==> config.mk <==
export PLATFORM = sky130hd
export DESIGN_NAME = parking_space_allocator
export DESIGN_NICKNAME = d
export VERILOG_FILES = /design/src/rtl/parking_space_allocator.sv
export SDC_FILE = /design/constraint.sdc
export NUM_CORES = 1
export LEC_CHECK = 0
export ABC_AREA = 1
export BUFFER_PORTS_ARGS = -buffer_cell sky130_fd_sc_hd__buf_2
export CAP_MARGIN = 20
export CORE_MARGIN = 2
export CORE_UTILIZATION = 34
export DETAILED_ROUTE_END_ITERATION = 6
export GPL_TIMING_DRIVEN = 0
export SLEW_MARGIN = 10
export SYNTH_ARGS = -nofsm -noshare
export SYNTH_HDL_FRONTEND = slang
export SYNTH_SLANG_ARGS = --single-unit
==> constraint.sdc <==
create_clock -name clk -period 2.3 [get_ports clk]
set_clock_uncertainty 0.2 [all_clocks]
set_input_delay 0 -clock clk [delete_from_list [all_inputs] [get_ports clk]]
set_output_delay 0 -clock clk [all_outputs]
set_load 0.02 [all_outputs]
==> src/rtl/parking_space_allocator.sv <==
// parking_space_allocator: stateful bay allocator granting, releasing and counting parking bays
// Ports: clk, reset (sync, active-high); entry_req -> entry_ack/entry_reject/entry_space;
//        exit_req + exit_space -> exit_ack/exit_err; occupancy, free_count, full, empty status.
module parking_space_allocator #(
    parameter int N_SPACES = 8,
    parameter int ID_W     = $clog2(N_SPACES),
    parameter int MODE     = 0
) (
    input  logic                clk,
    input  logic                reset,
    input  logic                entry_req,
    input  logic                exit_req,
    input  logic [ID_W-1:0]     exit_space,
    output logic                entry_ack,
    output logic                entry_reject,
    output logic [ID_W-1:0]     entry_space,
    output logic                exit_ack,
    output logic                exit_err,
    output logic [N_SPACES-1:0] occupancy,
    output logic [ID_W:0]       free_count,
    output logic                full,
    output logic                empty
);
    logic [ID_W-1:0]       ptr, ptr_n, sel;
    logic [N_SPACES-1:0]   occ_n;
    logic [(1<<ID_W)-1:0]  occ_pad;
    logic [ID_W:0]         fc_n;
    logic                  grant, exit_ok;
    int                    j;
    // Bays beyond N_SPACES read as free, so out-of-range exits fall out as errors.
    always_comb begin
        occ_pad = '0;
        occ_pad[N_SPACES-1:0] = occupancy;
    end
    // Scan downward so the first free bay at or after the search base wins.
    always_comb begin
        sel = '0;
        j = 0;
        for (int i = N_SPACES - 1; i >= 0; i--) begin
            j = (MODE == 1 ? int'(ptr) : 0) + i;
            j = j >= N_SPACES ? j - N_SPACES : j;
            if (!occ_pad[ID_W'(j)]) sel = ID_W'(j);
        end
    end
    // The granted bay is always free and the released bay always occupied, so the masks never collide.
    always_comb begin
        grant   = entry_req && free_count != '0;
        exit_ok = exit_req && occ_pad[exit_space];
        occ_n   = (occupancy | (grant ? N_SPACES'(1) << sel : '0)) &
                  ~(exit_ok ? N_SPACES'(1) << exit_space : '0);
        fc_n    = free_count + (ID_W+1)'(exit_ok) - (ID_W+1)'(grant);
        ptr_n   = grant ? (sel == ID_W'(N_SPACES - 1) ? '0 : sel + ID_W'(1)) : ptr;
    end
    always_ff @(posedge clk) begin
        if (reset) begin
            occupancy    <= '0;
            free_count   <= (ID_W+1)'(N_SPACES);
            full         <= 1'b0;
            empty        <= 1'b1;
            entry_ack    <= 1'b0;
            entry_reject <= 1'b0;
            entry_space  <= '0;
            exit_ack     <= 1'b0;
            exit_err     <= 1'b0;
            ptr          <= '0;
        end else begin
            occupancy    <= occ_n;
            free_count   <= fc_n;
            full         <= fc_n == '0;
            empty        <= fc_n == (ID_W+1)'(N_SPACES);
            entry_ack    <= grant;
            entry_reject <= entry_req && !grant;
            entry_space  <= grant ? sel : '0;
            exit_ack     <= exit_ok;
            exit_err     <= exit_req && !exit_ok;
            ptr          <= ptr_n;
        end
    end
endmodule

==> impl_metrics.csv <==
group,metric,value,unit
global_routing,overflow,0,
place,dpl.hpwl,1570,microns
worst_setup_path,critPathLaunch,"occupancy[7]",
synth,syn_area_per_cell,7.35,sq um
layout,seq_area,439,sq um
sta,period_needed,2280,ps
drt,via_count,1019,
synth,synth-xor-area-share,1.78,%
die,ioPinCount,28,
die,fp-row-count,19,
global_routing,grt_max_degree,12,
place,io_buffers,25,
power_and_ir_drop,p_leak,0.767,nW
layout,multi_input_area,558,sq um
worst_setup_path,worstPathCellList,"nand2_2, nand2_2, nand2_2, nand3_4, nand3_4, ha_4, inv_2, ha_4, inv_2, fa_2, nand2_2, nor2_4, o21ai_2, inv_1",
sta,report.final.slew_viol_count,0,
sta,fin_tns_setup,0,ps
worst_setup_path,endpoint,"empty",
worst_setup_path,reg2reg_depth,14,
drt,avgRoutedWirePerCell,10.9,microns
worst_setup_path,crit_arrival,2290,ps
clock_tree,cts_buffers,3,
clock_tree,cts.sinks,20,
drt,routed_wl,2400,microns
worst_setup_path,max_stage_delay,440,ps
drt,drt_first_pass_iters,4,
clock_tree,clock_latency,300,ps
worst_setup_path,end_kind,"flop",
place,gp_congestion,0.719,
synth,yosys_warnings,0,
worst_setup_path,cpMostUsedCell,"nand2_2",
clock_tree,cts_buffer_depth,2,
worst_setup_path,startpoint_type,"flop",
layout,area_delta_synth_final,58.6,%
synth,synth_nets,147,
clock_tree,clk_pin_slew,120,ps
die,die_h,57.8,microns
clock_tree,h-tree-depth,1,
power_and_ir_drop,power.density,815,nW/um^2
drt,drtAntennaViolNets,0,
die,dieArea,3340,sq um
global_routing,antenna_found_initial,0,
layout,drive_gt1_share,41.3,%
sta,setup_viol,0,
die,fp.dieW,57.8,microns
synth,netlist_area,985,sq um
worst_setup_path,worstSetupPathType,"flop to flop",
sta,fmax,0.439,GHz
power_and_ir_drop,peakVddDrop,695,uV
place,place_ws,-118,ps
job,maxCapViolations,0,
synth,synth_top_family_by_area,"simple AND/OR/NAND/NOR gates",
synth,syn_inst,134,
worst_setup_path,critical_path_required,2310,ps
sta,min_period_over_period,99.1,%
worst_setup_path,slowest_stage,"fa_2",
layout,instances_no_fill,220,
die,core-area,2760,sq um
clock_tree,cts-root-buf,"clkbuf_4",
global_routing,grt_pass1_wl,4260,microns
synth,synth-compound-area-share,3.56,%
synth,synth.distinct_cells,23,
sta,rsz0062_at_grt,"true",
drt,vias_per_cell,4.63,
hold_path,min_path_type,"primary input to flop",
place,dpl.cell_count,190,
outcome,status,"finished, final reports clean",
die,floorplan.initialDensity,35.7,%
layout,fin_nets,203,
layout,fillers,260,
synth,synth_fa_ha_area_share,8.39,%
worst_setup_path,crit_fanout,2,
worst_setup_path,r2r_slack,20,ps
clock_tree,cts_tree,"yes",
synth,synthMuxAreaShare,0,%
global_routing,grt_pass1_vias,1073,
synth,ys_seq_area_share,40.7,%
sta,hold_viol_final,0,
layout,antenna-diode-count,0,
sta,hold_ws,89.8,ps
drt,first_iter_violations,22,
worst_setup_path,reg2reg_to,"empty",
synth,ys_ff_latch,20,
sta,finalWorstSetupSlack,21.8,ps
global_routing,groute.usage.overall,16.1,%
worst_setup_path,r2r_start,"occupancy[7]",
drt,drc,0,
synth,yosys.area_share.simple,32.4,%
## flip-flops by register name (all words and copies together), names as in the netlist
| signal | count |
|---|---|
| empty | 1 |
| free_count | 4 |
| entry_reject | 1 |
| full | 1 |
| exit_ack | 1 |
| occupancy | 8 |
| entry_space | 2 |
| exit_err | 1 |
| entry_ack | 1 |
## final cells by class
class | instances | share of cell area (%)
plain buffers | 3 | 1.52
flip-flops and latches | 20 | 28.1
clock buffers | 4 | 1.68
inverters | 26 | 6.89
repair buffers | 51 | 23.6
multi-input cells | 85 | 35.7
well taps | 31 | 2.48
## cells in the final DEF (no fill, tap or decap), types with 2 or more instances in the layout
master | synthesis | layout
nand3_4 | 1 | 2
nor2_1 | 19 | 18
buf_2 | 1 | 26
dfxtp_4 | 0 | 10
buf_4 | 1 | 8
inv_1 | 25 | 19
nand2_2 | 4 | 10
nand4_1 | 4 | 4
dlygate4sd3_1 | 0 | 19
o21ai_0 | 5 | 4
nand2_1 | 31 | 24
dfxtp_1 | 20 | 9
inv_2 | 0 | 4
a21oi_1 | 2 | 2
ha_1 | 5 | 2
clkbuf_4 | 0 | 3
ha_4 | 0 | 3
inv_4 | 0 | 2
nand3_1 | 5 | 5
## logic make-up (layout without fill, tap and decap cells)
group | count (synthesis) | after routing
flops | 20 | 20
buf+inv | 29 | 84
other cells | 1 | 1
compound gates | 7 | 7
fa+ha+maj | 6 | 6
xor+xnor | 2 | 2
simple gates | 69 | 69
## worst max-delay path: cells and delay by family, from the launching register on
| kind | cells | cell delay [ps] |
|---|---|---|
| flip-flops | 1 | 370 |
| AO/OA/AOI/OAI | 1 | 100 |
| AND/OR/NAND/NOR | 7 | 520 |
| adder cells (fa/ha/maj) | 3 | 870 |
| buffers and inverters | 3 | 130 |
## worst min-delay path by stage
stage | from | to | slack, ps | cells past startpoint
finish | exit_space[2] | exit_ack | 90 | 5
CTS | exit_space[2] | exit_ack | 70 | 5
global route | exit_space[2] | exit_ack | 110 | 5
global placement | entry_req | entry_reject | 50 | 3
detailed placement | entry_req | entry_reject | 60 | 3
floorplan | reset | free_count[1] | -140 | 1
## power breakdown
part | total (W) | switching (W) | internal, W
combinational | 0.000650 | 0.000365 | 0.000286
clock | 0.000172 | 0.000104 | 0.0000674
sequential | 0.000450 | 0.0000411 | 0.000409
## cell usage after synthesis
| cell type | count | share of area (%) |
|---|---|---|
| inv_1 | 25 | 9.5 |
| nand2_1 | 31 | 12 |
| a21oi_1 | 2 | 1.0 |
| nand4_1 | 4 | 2.5 |
| o21ai_0 | 5 | 2.5 |
| dfxtp_1 | 20 | 41 |
| inv_6 | 1 | 0.89 |
| buf_4 | 1 | 0.76 |
| ha_1 | 5 | 6.4 |
| nand3_1 | 5 | 2.5 |
| xor2_1 | 1 | 0.89 |
| nor3_1 | 1 | 0.51 |
| xnor2_1 | 1 | 0.89 |
| buf_2 | 1 | 0.51 |
| nor2_2 | 1 | 0.64 |
| nand3_4 | 1 | 1.8 |
| nand3b_1 | 1 | 0.76 |
| nand3_2 | 2 | 2.0 |
| nand2_2 | 4 | 2.5 |
| buf_6 | 1 | 1.1 |
| conb_1 | 1 | 0.38 |
| nor2_1 | 19 | 7.2 |
| fa_1 | 1 | 2.0 |
## what timing repair did
| item | 4_1_cts | 5_1_grt |
|---|---|---|
| gates resized for setup | 5 | 10 |
| hold buffers | 19 | 0 |
| setup buffers | 6 | 1 |
| endpoints found under the setup margin | 2 | 2 |
| pin swaps | 10 | 7 |
| hold endpoints to repair | 18 | 0 |
## routing by layer
layer / vias up / part of all wire, % / track usage [%]
li1: 517 / - / -
met1: 467 / 42 / 18.4
met2: 27 / 50 / 28.7
met3: 8 / 5.2 / 2.23
met4: 0 / 2.7 / 8.97
met5: - / 0 / 0
## per-stage QoR
step                utilization [%]  cell area, sq um  power [W]
finish                         56.6              1560    0.00127
global route                   56.6              1560    0.00139
CTS                            54.9              1510    0.00121
detailed placement             44.7              1230   0.000970
global placement               44.7              1230   0.000956
floorplan                         -              1070   0.000845
(Power assumes the default switching activity.)
